$ cat src/rtl/seg_display_arbiter.sv
// seg_display_arbiter: shares one 8-digit seven-seg display between keypad,
// CPU MMIO and a transient alert source, on the 1 ms tube clock.
// Ports:
//   clk_tube, rst_n (async, active-low)
//   kp_req/kp_value, cpu_req/cpu_value  level-sensitive requesters
//   alert_req/alert_value               rising-edge alert trigger + code
//   kp_gnt/cpu_gnt/alert_gnt/owner      registered one-hot grants, owner code
//   display_value/display_blank         value to driver, digit-enable gate
// Optional macro: ALERT_BLINK_EN (blank toggles every BLINK_TICKS in ALERT).
module seg_display_arbiter #(
   parameter int VALUE_W     = 27,
   parameter int HOLD_TICKS  = 500,
   parameter int ALERT_TICKS = 2000,
   parameter int BLINK_TICKS = 250
) (
   input  logic               clk_tube,
   input  logic               rst_n,
   input  logic               kp_req,
   input  logic [VALUE_W-1:0] kp_value,
   input  logic               cpu_req,
   input  logic [VALUE_W-1:0] cpu_value,
   input  logic               alert_req,
   input  logic [VALUE_W-1:0] alert_value,
   output logic               kp_gnt,
   output logic               cpu_gnt,
   output logic               alert_gnt,
   output logic [1:0]         owner,
   output logic [VALUE_W-1:0] display_value,
   output logic               display_blank
);

   localparam int HW = (HOLD_TICKS  > 1) ? $clog2(HOLD_TICKS)  : 1;
   localparam int AW = (ALERT_TICKS > 1) ? $clog2(ALERT_TICKS) : 1;

   localparam logic [HW-1:0] HOLD_LOAD  = HW'(HOLD_TICKS - 1);
   localparam logic [AW-1:0] ALERT_LOAD = AW'(ALERT_TICKS - 1);

   typedef enum logic [1:0] {
      ST_IDLE  = 2'd0,
      ST_KP    = 2'd1,
      ST_CPU   = 2'd2,
      ST_ALERT = 2'd3
   } state_t;

   state_t             r_state;
   logic [HW-1:0]      r_hold_cnt;
   logic [AW-1:0]      r_alert_cnt;
   logic               r_alert_prev;
   logic [VALUE_W-1:0] r_value;
   logic               r_blank;

   state_t             w_state_nx;
   state_t             w_arb;
   logic [HW-1:0]      w_hold_nx;
   logic [AW-1:0]      w_alert_nx;
   logic [VALUE_W-1:0] w_value_nx;
   logic               w_blank_nx;
   logic               w_alert_edge;
   logic               w_rearb;

`ifdef ALERT_BLINK_EN
   localparam int BW = (BLINK_TICKS > 1) ? $clog2(BLINK_TICKS) : 1;
   localparam logic [BW-1:0] BLINK_LOAD = BW'(BLINK_TICKS - 1);
   logic [BW-1:0] r_blink_cnt;
   logic [BW-1:0] w_blink_nx;
`else
   logic w_unused_blink;
   assign w_unused_blink = |BLINK_TICKS;
`endif

   always_ff @(posedge clk_tube or negedge rst_n) begin
      if (!rst_n) begin
         r_state      <= ST_IDLE;
         r_hold_cnt   <= '0;
         r_alert_cnt  <= '0;
         r_alert_prev <= 1'b0;
         r_value      <= '0;
         r_blank      <= 1'b1;
      end else begin
         r_state      <= w_state_nx;
         r_hold_cnt   <= w_hold_nx;
         r_alert_cnt  <= w_alert_nx;
         r_alert_prev <= alert_req;
         r_value      <= w_value_nx;
         r_blank      <= w_blank_nx;
      end
   end

`ifdef ALERT_BLINK_EN
   always_ff @(posedge clk_tube or negedge rst_n) begin
      if (!rst_n) r_blink_cnt <= '0;
      else        r_blink_cnt <= w_blink_nx;
   end
`endif

   always_comb begin
      w_alert_edge = alert_req & ~r_alert_prev;
      w_arb        = cpu_req ? ST_CPU : (kp_req ? ST_KP : ST_IDLE);
      w_state_nx   = r_state;
      w_hold_nx    = (r_hold_cnt != '0) ? r_hold_cnt - 1'b1 : r_hold_cnt;
      w_alert_nx   = r_alert_cnt;
      w_value_nx   = r_value;
      w_blank_nx   = r_blank;
      w_rearb      = 1'b0;
`ifdef ALERT_BLINK_EN
      w_blink_nx   = r_blink_cnt;
`endif

      if (w_alert_edge) begin
         // Entry and retrigger are the same load: fresh window, new code.
         w_state_nx = ST_ALERT;
         w_alert_nx = ALERT_LOAD;
         w_value_nx = alert_value;
         w_blank_nx = 1'b0;
`ifdef ALERT_BLINK_EN
         w_blink_nx = BLINK_LOAD;
`endif
      end else begin
         unique case (r_state)
            ST_IDLE: w_rearb = 1'b1;
            ST_KP: begin
               if (r_hold_cnt == '0 && (!kp_req || cpu_req))
                  w_rearb = 1'b1;
               else if (kp_req)
                  w_value_nx = kp_value;
            end
            ST_CPU: begin
               if (r_hold_cnt == '0 && !cpu_req)
                  w_rearb = 1'b1;
               else if (cpu_req)
                  w_value_nx = cpu_value;
            end
            ST_ALERT: begin
               if (r_alert_cnt == '0) begin
                  w_rearb = 1'b1;
               end else begin
                  w_alert_nx = r_alert_cnt - 1'b1;
`ifdef ALERT_BLINK_EN
                  if (r_blink_cnt == '0) begin
                     w_blank_nx = ~r_blank;
                     w_blink_nx = BLINK_LOAD;
                  end else begin
                     w_blink_nx = r_blink_cnt - 1'b1;
                  end
`endif
               end
            end
            default: w_rearb = 1'b1;
         endcase
      end

      // Re-arbitration goes straight to the winner; no IDLE bubble.
      if (w_rearb) begin
         w_state_nx = w_arb;
         w_hold_nx  = HOLD_LOAD;
         unique case (1'b1)
            (w_arb == ST_CPU): begin
               w_value_nx = cpu_value;
               w_blank_nx = 1'b0;
            end
            (w_arb == ST_KP): begin
               w_value_nx = kp_value;
               w_blank_nx = 1'b0;
            end
            default: w_blank_nx = 1'b1;
         endcase
      end
   end

   assign kp_gnt        = (r_state == ST_KP);
   assign cpu_gnt       = (r_state == ST_CPU);
   assign alert_gnt     = (r_state == ST_ALERT);
   assign owner         = r_state;
   assign display_value = r_value;
   assign display_blank = r_blank;

endmodule
$ cat config.mk
export PLATFORM = sky130hd
export DESIGN_NAME = seg_display_arbiter
export DESIGN_NICKNAME = d
export VERILOG_FILES = /design/src/rtl/seg_display_arbiter.sv
export SDC_FILE = /design/constraint.sdc
export NUM_CORES = 1
export LEC_CHECK = 0
export ABC_AREA = 1
export BUFFER_PORTS_ARGS = -buffer_cell sky130_fd_sc_hd__buf_4
export CORE_ASPECT_RATIO = 1.5
export CORE_MARGIN = 10
export CORE_UTILIZATION = 51
export CTS_BUF_LIST = sky130_fd_sc_hd__clkbuf_16
export CTS_CLUSTER_SIZE = 25
export DETAILED_ROUTE_END_ITERATION = 16
export MAX_ROUTING_LAYER = met4
export PLACE_DENSITY = 0.77
export REMOVE_ABC_BUFFERS = 1
export SKIP_CTS_REPAIR_TIMING = 1
export SLEW_MARGIN = 20
export SYNTH_ARGS = -nofsm -noshare
export SYNTH_HDL_FRONTEND = slang
export SYNTH_SLANG_ARGS = --single-unit
$ cat constraint.sdc
create_clock -name clk_tube -period 2.3 [get_ports clk_tube]
set_input_delay 0 -clock clk_tube [delete_from_list [all_inputs] [get_ports clk_tube]]
set_output_delay 0 -clock clk_tube [all_outputs]
set_load 0.05 [all_outputs]
==> results_dict.tcl, run 1 <==
set metrics [dict create \
    synth_warnings 0 \
    grt_usage_pct 21.66 \
    vias 5214 \
    die_x_um 97.88 \
    cap_viol_max_count 0 \
    synth_compound_area_share_pct 7.578 \
    drt_iter0_markers 397 \
    synth_top_family_by_area "simple AND/OR/NAND/NOR gates" \
    dr.pass1.iters 5 \
    skew_ns 0.007661 \
    start_util_pct 52.24 \
    synth_adder_area_share_pct 2.157 \
    wl_per_cell_um 15.41 \
    syn_area_um2 4639 \
    clkTransAtPathRegs_ns 0.07 \
    utilization_pct 64.31 \
    swShare_pct 37.83 \
    ys_ff_latch 51 \
    area.sequential_um2 1277 \
    slew_viol_final 0 \
    numCtsBuffers 5 \
    antenna_left 0 \
    outcome "finished clean" \
    fp.dieH_um 136.8 \
    ir_drop_uv 338.4 \
    crit_type "flip-flop to flip-flop" \
    wl_mm 14.87 \
    grt_pass1_wl_mm 24.05 \
    seq_power_share_pct 37.8 \
    postSynthAreaPerCell_um2 6.129 \
    clk-insertion-delay-late_ns 0.30 \
    rows 42 \
    grt_antenna_before_repair 0 \
    synth_cells 757 \
    power_frac_comb_pct 35.1 \
    synth_common_cells "302 x nand2_1, 133 x inv_1, 68 x nand3_1, 50 x dfrtp_1, 29 x nand4_1" \
    powerDensity_nw_per_um2 564.1 \
    synth.area.top_cells "dfrtp_1 27%, nand2_1 24%, inv_1 11%" \
    cts_tree "built" \
    end_kind "flip-flop" \
    hp-class "primary input to flip-flop" \
    max_freq_ghz 0.4786 \
    die-area_um2 13390 \
    clock-root-buffer "clkbuf_16" \
    p_sw_mw 1.219 \
    power.leakage_nw 3.321 \
    arrival_ns 2.33 \
    tightest_slew_ns 0.6841 \
    h-tree-depth 2 \
    synth_top_area_share_pct 26.97 \
    crit_required_ns 2.54 \
    setup_tns_ns 0 \
    nets 948 \
    finalCritPeriodShare_pct 90.84 \
    cp-start-kind "flip-flop" \
    crit_path_max_fanout 27 \
    drive_above_1_share_pct 21.17 \
    synth_top_area_cell "dfrtp_1" \
    drc_errors 0 \
    fillers 831 \
    clockBufferDepth 2 \
    muxShareOfSynthArea_pct 0 \
    synth_top_flop_cell "dfrtp_1" \
    synthArstFlopShare_pct 100.0 \
    max-slew-margin-rel_pct 54.39 \
    synth_edf_count 0 \
    grt_pass1_vias 5260 \
    p_int_mw 2.003 \
    core_um2 8881 \
    gp_congestion 0.8761 \
    area_growth_pct 23.11 \
    synth-simple-area-share_pct 44.61 \
    io_buffers 118 \
    diodes 0 \
    period_needed_ns 2.089 \
    hold_violations 0 \
    grt_max_degree 73 \
    yosysMostFrequentCell "nand2_1" \
    yosysUniqueCellTypes 33 \
    whs_ns 0.06311 \
    io_pins 119 \
    overflow 0 \
    synth-xor-area-share_pct 1.510 \
    viasPerCell 5.403 \
    final-setup-viol-count 0 \
    rsz0062_at_grt "no" \
    hpwl_mm 9.962 \
    cts_sinks 51 \
    synth-seq-area-share_pct 27.54 \
    clock_power_share_pct 27.1 \
    multi_input_area_um2 2609 \
]
cells in the final DEF (no fill, tap or decap), types with 2 or more instances in the layout:
cell type	n
dlygate4sd3_1	2
nand4_1	29
buf_4	128
nand3_1	68
inv_1	133
nor3_1	6
a22oi_1	2
xnor2_1	2
clkbuf_16	5
nand2_4	2
nand2_2	2
a221oi_1	27
dfrtp_1	50
or2_2	28
nand3_4	3
xor2_1	6
nor2_2	4
o21ai_0	16
ha_1	8
nor2_1	18
nand2_1	302
logic make-up (layout without fill, tap and decap cells):
kind of cell,count (synthesis),after routing
and+or+nand+nor,464,465
buffers and inverters,178,275
DFF,51,51
AOI/OAI and AO/OA,48,48
adders and majority gates,8,8
xor gates and xnor gates,8,8
worst paths after layout:
kind	startpoint	cells past startpoint	end	slack [ns]
hold / removal	alert_value[7]	6	display_value[7]$_DFF_PN0_	0.06
min in group asynchronous	rst_n	2	r_hold_cnt[7]$_DFFE_PN0P_	0.28
max in group asynchronous	rst_n	2	display_value[10]$_DFF_PN0_	1.56
setup reg to reg	r_hold_cnt[0]$_DFFE_PN0P_	14	display_value[14]$_DFF_PN0_	0.21
setup / recovery	r_hold_cnt[0]$_DFFE_PN0P_	14	display_value[14]$_DFF_PN0_	0.21
hold reg to reg	display_blank$_DFFE_PN1P_	2	display_blank$_DFFE_PN1P_	0.50
flip-flops by register name (all words and copies together) (netlist names):
signal         count
r_alert_cnt       11
display_blank      1
r_alert_prev       1
r_hold_cnt         9
owner              2
display_value     27
layer usage:
| metal | share of wire, % | track usage, % | wire length, um | vias to the layer above |
|---|---|---|---|---|
| met5 | 0 | - | 0 | - |
| met4 | 2.3 | 9.968 | 340 | 0 |
| met3 | 7.6 | 3.483 | 1132 | 32 |
| met2 | 51 | 37.54 | 7551 | 246 |
| met1 | 39 | 23.83 | 5847 | 2389 |
| li1 | - | - | - | 2547 |
per-stage QoR:
step	power, mW	std cells	instance area (um2)	setup WS [ns]
after floorplan	1.932	714	4375	-0.6620
after global placement	2.310	954	5502	0.1858
after detailed placement	2.346	954	5502	0.1257
after CTS	3.216	962	5670	0.1069
after global routing	3.392	965	5712	0.02233
final	3.222	965	5712	0.2106
area by class of cell:
class / instances / share of cell area (%)
Clock buffer: 5 / 2.191
Clock inverter: 3 / 0.7667
Inverter: 135 / 8.872
Multi-Input combinational cell: 529 / 45.67
Sequential cell: 51 / 22.37
Tap cell: 110 / 2.410
Timing Repair Buffer: 132 / 17.72
power groups by stage:
stage	clock network (mW)	logic [mW]	registers, mW
after floorplan	0	0.511	1.42
after global placement	0	1.09	1.22
after detailed placement	0	1.12	1.23
after CTS	0.873	1.13	1.21
after global routing	0.915	1.24	1.23
final	0.874	1.13	1.22
worst max-delay path, stage by stage, from the launching register on:
cell     delay [ns]
dfrtp_1        0.38
inv_1          0.13
ha_1           0.16
inv_1          0.04
nor2_1         0.08
nand2_1        0.13
nor2_8         0.20
nand2_4        0.24
nand2_8        0.27
nand2_1        0.07
nand2_1        0.07
nand2_1        0.06
nand2_1        0.08
nand2_1        0.06
nand2_1        0.05
Note: power is estimated with default switching activity, not from simulation.
==> inputs of run 2 (changes only) <==
--- a/config.mk
+++ b/config.mk
@@ -9,12 +9,12 @@
 export BUFFER_PORTS_ARGS = -buffer_cell sky130_fd_sc_hd__buf_4
 export CORE_ASPECT_RATIO = 1.5
 export CORE_MARGIN = 10
-export CORE_UTILIZATION = 51
+export CORE_UTILIZATION = 54
 export CTS_BUF_LIST = sky130_fd_sc_hd__clkbuf_16
 export CTS_CLUSTER_SIZE = 25
 export DETAILED_ROUTE_END_ITERATION = 16
 export MAX_ROUTING_LAYER = met4
-export PLACE_DENSITY = 0.77
+export PLACE_DENSITY = 0.81
 export REMOVE_ABC_BUFFERS = 1
 export SKIP_CTS_REPAIR_TIMING = 1
 export SLEW_MARGIN = 20
==> results_dict.tcl, run 2 (synthesized netlist as in run 1, its figures left out) <==
set metrics [dict create \
    outcome "finished clean" \
    clk-insertion-delay-late_ns 0.30 \
    final_common_cell "nand2_1" \
    hold_depth 6 \
    clockBufferDepth 2 \
    fillers 816 \
    wl_per_cell_um 15.05 \
    powerDensity_nw_per_um2 545.7 \
    area_growth_pct 22.14 \
    die-area_um2 12780 \
    final-setup-viol-count 0 \
    hpwl_mm 10.10 \
    grt_pass1_vias 5185 \
    globalRouteMet2Util_pct 38.63 \
    rsz0062_at_grt "no" \
    start_util_pct 55.15 \
    final_cell_mix "302 x nand2_1, 134 x inv_1, 131 x buf_4" \
    numCtsBuffers 5 \
    diodes 0 \
    slowest_delay_ns 0.38 \
    max-slew-margin-rel_pct 54.65 \
    fp.dieH_um 133.5 \
    arrival_ns 2.37 \
    die_x_um 95.68 \
    area.sequential_um2 1277 \
    viasPerCell 5.454 \
    slew_viol_final 0 \
    fin_cells 963 \
    grt_busiest_layer "met2" \
    drive_above_1_share_pct 21.14 \
    io_buffers 118 \
    drc_errors 0 \
    grt.met1_usage_pct 24.38 \
    grt_max_degree 62 \
    gp_congestion 0.8936 \
    grt_util_met3_pct 4.499 \
    largest_register_ffs 27 \
    cpMostUsedCell "nand2_1" \
    place_inst 952 \
    cts_sinks 51 \
    hp-class "primary input to flip-flop" \
    rows 41 \
    crit_path_max_fanout 29 \
    cts_tree "built" \
    skew_ns 0.007604 \
    wl_mm 14.49 \
    overflow 0 \
    ir_drop_uv 363.7 \
    cap_viol_max_count 0 \
    power.total_mw 3.093 \
    grt_antenna_before_repair 0 \
    dr.pass1.iters 5 \
    antenna_left 0 \
    grt_usage_pct 22.75 \
    end_kind "flip-flop" \
    cp-start-kind "flip-flop" \
    power.leakage_nw 3.314 \
    io_pins 119 \
    clkTransAtPathRegs_ns 0.07 \
    max_freq_ghz 0.4701 \
    r2r_cells 14 \
    vias 5252 \
    crit_required_ns 2.54 \
    hold_violations 0 \
    h-tree-depth 2 \
    tightest_slew_ns 0.6802 \
    clock-root-buffer "clkbuf_16" \
    nets 949 \
    multi_input_area_um2 2603 \
    drt_iter0_markers 335 \
    finalCritPeriodShare_pct 92.48 \
    crit_slowest_cell "dfrtp_1" \
    path_cells "inv_1 > ha_1 > inv_1 > nor2_1 > nand2_1 > nor2_8 > nand2_4 > nand2_4 > nand2_1 > nand2_1 > nand2_1 > nand2_1 > nand2_1 > nand2_1" \
    period_needed_ns 2.127 \
    grt_pass1_wl_mm 23.58 \
    core_um2 8413 \
    crit_type "flip-flop to flip-flop" \
]
run 2: layout make-up:
cell class | instances | area share [%]
inverter | 135 | 8.942
timing repair buffer | 133 | 17.71
sequential | 51 | 22.54
tap | 107 | 2.363
clock buffer | 5 | 2.208
clock inverter | 3 | 0.3091
multi-input combinational | 529 | 45.93
run 2: path summary, 6_finish.rpt:
check,startpoint,slack [ns],end
min in group asynchronous,rst_n,0.27,r_alert_cnt[1]$_DFFE_PN0P_
min,alert_value[4],0.06,display_value[4]$_DFF_PN0_
max in group asynchronous,rst_n,1.56,owner[1]$_DFFE_PN0P_
max reg2reg,r_hold_cnt[0]$_DFFE_PN0P_,0.17,display_value[21]$_DFF_PN0_
min reg2reg,display_blank$_DFFE_PN1P_,0.49,display_blank$_DFFE_PN1P_
max,r_hold_cnt[0]$_DFFE_PN0P_,0.17,display_value[21]$_DFF_PN0_
run 2: routing by layer:
metal	routed length, um	up-vias
met5	0	-
met4	452	0
met3	1205	40
met2	7425	254
met1	5409	2410
li1	-	2548
run 2: power by group:
part           internal (mW)  switching, mW  total (mW)
logic                  0.429          0.687        1.12
clock network          0.401          0.356       0.757
registers               1.06          0.160        1.22
total                   1.89           1.20        3.09
run 2: critical path, delay by kind of cell, from the launching register on:
kind | cells | cell delay, ns
buffers and inverters | 2 | 0.17
DFF | 1 | 0.38
and+or+nand+nor | 11 | 1.32
adders and majority gates | 1 | 0.18
run 2: per-stage QoR:
stage	hold WS, ns	worst slack (ns)	TNS, ns	utilization [%]	cell area, um2
detailed placement	0.08251	0.2163	0	65.29	5493
floorplan	-0.2956	-0.6620	-22.92	-	4375
finish	0.05899	0.1729	0	67.36	5667
CTS	-0.2363	0.1943	0	66.98	5635
global placement	0.08044	0.3430	0	65.29	5493
global route	0.08583	0.007903	0	67.36	5667
==> inputs of run 3 (changes only) <==
--- a/config.mk
+++ b/config.mk
@@ -7,14 +7,14 @@
 export LEC_CHECK = 0
 export ABC_AREA = 1
 export BUFFER_PORTS_ARGS = -buffer_cell sky130_fd_sc_hd__buf_4
-export CORE_ASPECT_RATIO = 1.5
+export CORE_ASPECT_RATIO = 1.2
 export CORE_MARGIN = 10
-export CORE_UTILIZATION = 54
+export CORE_UTILIZATION = 35
 export CTS_BUF_LIST = sky130_fd_sc_hd__clkbuf_16
 export CTS_CLUSTER_SIZE = 25
 export DETAILED_ROUTE_END_ITERATION = 16
 export MAX_ROUTING_LAYER = met4
-export PLACE_DENSITY = 0.81
+export PLACE_DENSITY = 0.57
 export REMOVE_ABC_BUFFERS = 1
 export SKIP_CTS_REPAIR_TIMING = 1
 export SLEW_MARGIN = 20
==> results_dict.tcl, run 3 (synthesized netlist as in run 1, its figures left out) <==
set metrics [dict create \
    clock-root-buffer "clkbuf_16" \
    grt_max_degree 65 \
    end_kind "flip-flop" \
    crit_slowest_cell "dfrtp_1" \
    die_x_um 125.1 \
    largest_register_ffs 27 \
    tightest_slew_ns 0.7115 \
    place_inst 1015 \
    fin_ws_ns 0.2627 \
    powerDensity_nw_per_um2 544.5 \
    rows 46 \
    fillers 1421 \
    numCtsBuffers 5 \
    nets 950 \
    whs_ns 0.05002 \
    io_pins 119 \
    final_cell_mix "302 x nand2_1, 133 x inv_1, 131 x buf_4" \
    cp-start-kind "flip-flop" \
    crit_required_ns 2.49 \
    crit_path_max_fanout 27 \
    hpwl_mm 10.81 \
    hold_start "alert_value[4]" \
    area_growth_pct 24.60 \
    crit_type "flip-flop to flip-flop" \
    viasPerCell 4.892 \
    io_buffers 118 \
    clkTransAtPathRegs_ns 0.08 \
    antenna_left 0 \
    cts_tree "built" \
    post-place-ws_ns 0.2475 \
    max_freq_ghz 0.4908 \
    grt_antenna_before_repair 0 \
    max-slew-margin-rel_pct 52.57 \
    fp.dieH_um 146.1 \
    cap_viol_max_count 0 \
    wl_mm 15.51 \
    placed_area_um2 5609 \
    clk-insertion-delay-late_ns 0.30 \
    rsz0062_at_grt "no" \
    outcome "finished clean" \
    grt_pass1_vias 5043 \
    cpMostUsedCell "nand2_1" \
    hold_violations 0 \
    drt_iter0_markers 414 \
    multi_input_area_um2 2591 \
    clockBufferDepth 2 \
    slew_viol_final 0 \
    ir_drop_uv 336.6 \
    final-setup-viol-count 0 \
    core_um2 13120 \
    slowest_delay_ns 0.38 \
    grt_usage_pct 16.93 \
    fin_cells 1025 \
    die-area_um2 18280 \
    dr.pass1.iters 5 \
    startpoint "r_hold_cnt[0]$_DFFE_PN0P_" \
    diodes 0 \
    drive_above_1_share_pct 21.35 \
    arrival_ns 2.22 \
    wl_per_cell_um 15.14 \
    path_cells "inv_1 > ha_1 > inv_1 > nor2_1 > nand2_1 > nor2_8 > nand2_4 > nand3_4 > nand3_4 > nand2_1 > inv_1 > nand2_1 > nand2_1" \
    h-tree-depth 2 \
    power.leakage_nw 3.331 \
    cts_sinks 51 \
    drc_errors 0 \
    finalCritPeriodShare_pct 88.58 \
    grt_pass1_wl_mm 25.43 \
    fin_area_um2 5781 \
    gp_congestion 0.8183 \
    cp.buffers_inverters 3 \
    vias 5014 \
    period_needed_ns 2.037 \
    overflow 0 \
    path_delay_family "simple AND/OR/NAND/NOR gates" \
    start_util_pct 35.35 \
    area.sequential_um2 1277 \
    hp-class "primary input to flip-flop" \
    power.total_mw 3.148 \
    skew_ns 0.008393 \
    final_common_cell "nand2_1" \
    rr_startpoint "r_hold_cnt[0]$_DFFE_PN0P_" \
]
[run 3: changes by cell type in the layout (fill, tap and decap cells not counted), sizes merged]
cell    change
inv         +1
buf         +2
clkinv      -1
nand2       -1
[run 3: area by class of cell]
cell class	instances	area share, %
repair buffers	135	18.05
clock buffers	5	2.165
flip-flops and latches	51	22.10
well taps	168	3.636
clock inverters	3	0.4545
multi-input cells	528	44.83
inverters	135	8.766
[run 3: routing by layer]
layer  wire, um  GRT usage, %
met2       7313         27.42
met1       7142         21.75
met4        223         4.268
met3        835         2.318
met5          0             -
[run 3: metrics by stage]
step,util (%),TNS (ns)
final,44.05,0
after global routing,44.05,0
after CTS,43.90,0
after detailed placement,42.74,0
after global placement,42.74,0
after floorplan,-,-22.92
[run 3: worst paths after layout]
| path | endpoint | slack (ns) | cells after the start |
|---|---|---|---|
| setup / recovery | display_value[7]$_DFF_PN0_ | 0.26 | 13 |
| hold / removal | display_value[4]$_DFF_PN0_ | 0.05 | 6 |
| setup reg to reg | display_value[7]$_DFF_PN0_ | 0.26 | 13 |
| hold reg to reg | r_hold_cnt[0]$_DFFE_PN0P_ | 0.50 | 2 |
| max in group asynchronous | r_hold_cnt[3]$_DFFE_PN0P_ | 1.54 | 2 |
| min in group asynchronous | r_alert_cnt[5]$_DFFE_PN0P_ | 0.29 | 2 |
[run 3: report_power, final]
part	switching (mW)	internal, mW	total, mW
logic	0.692	0.430	1.12
registers	0.163	1.06	1.22
clock network	0.388	0.415	0.803
[run 3: worst reg2reg max path, cell delays in order, from the launching register on]
cell     delay [ns]
dfrtp_1        0.38
inv_1          0.13
ha_1           0.16
inv_1          0.03
nor2_1         0.08
nand2_1        0.12
nor2_8         0.19
nand2_4        0.07
nand3_4        0.12
nand3_4        0.33
nand2_1        0.16
inv_1          0.05
nand2_1        0.05
nand2_1        0.06
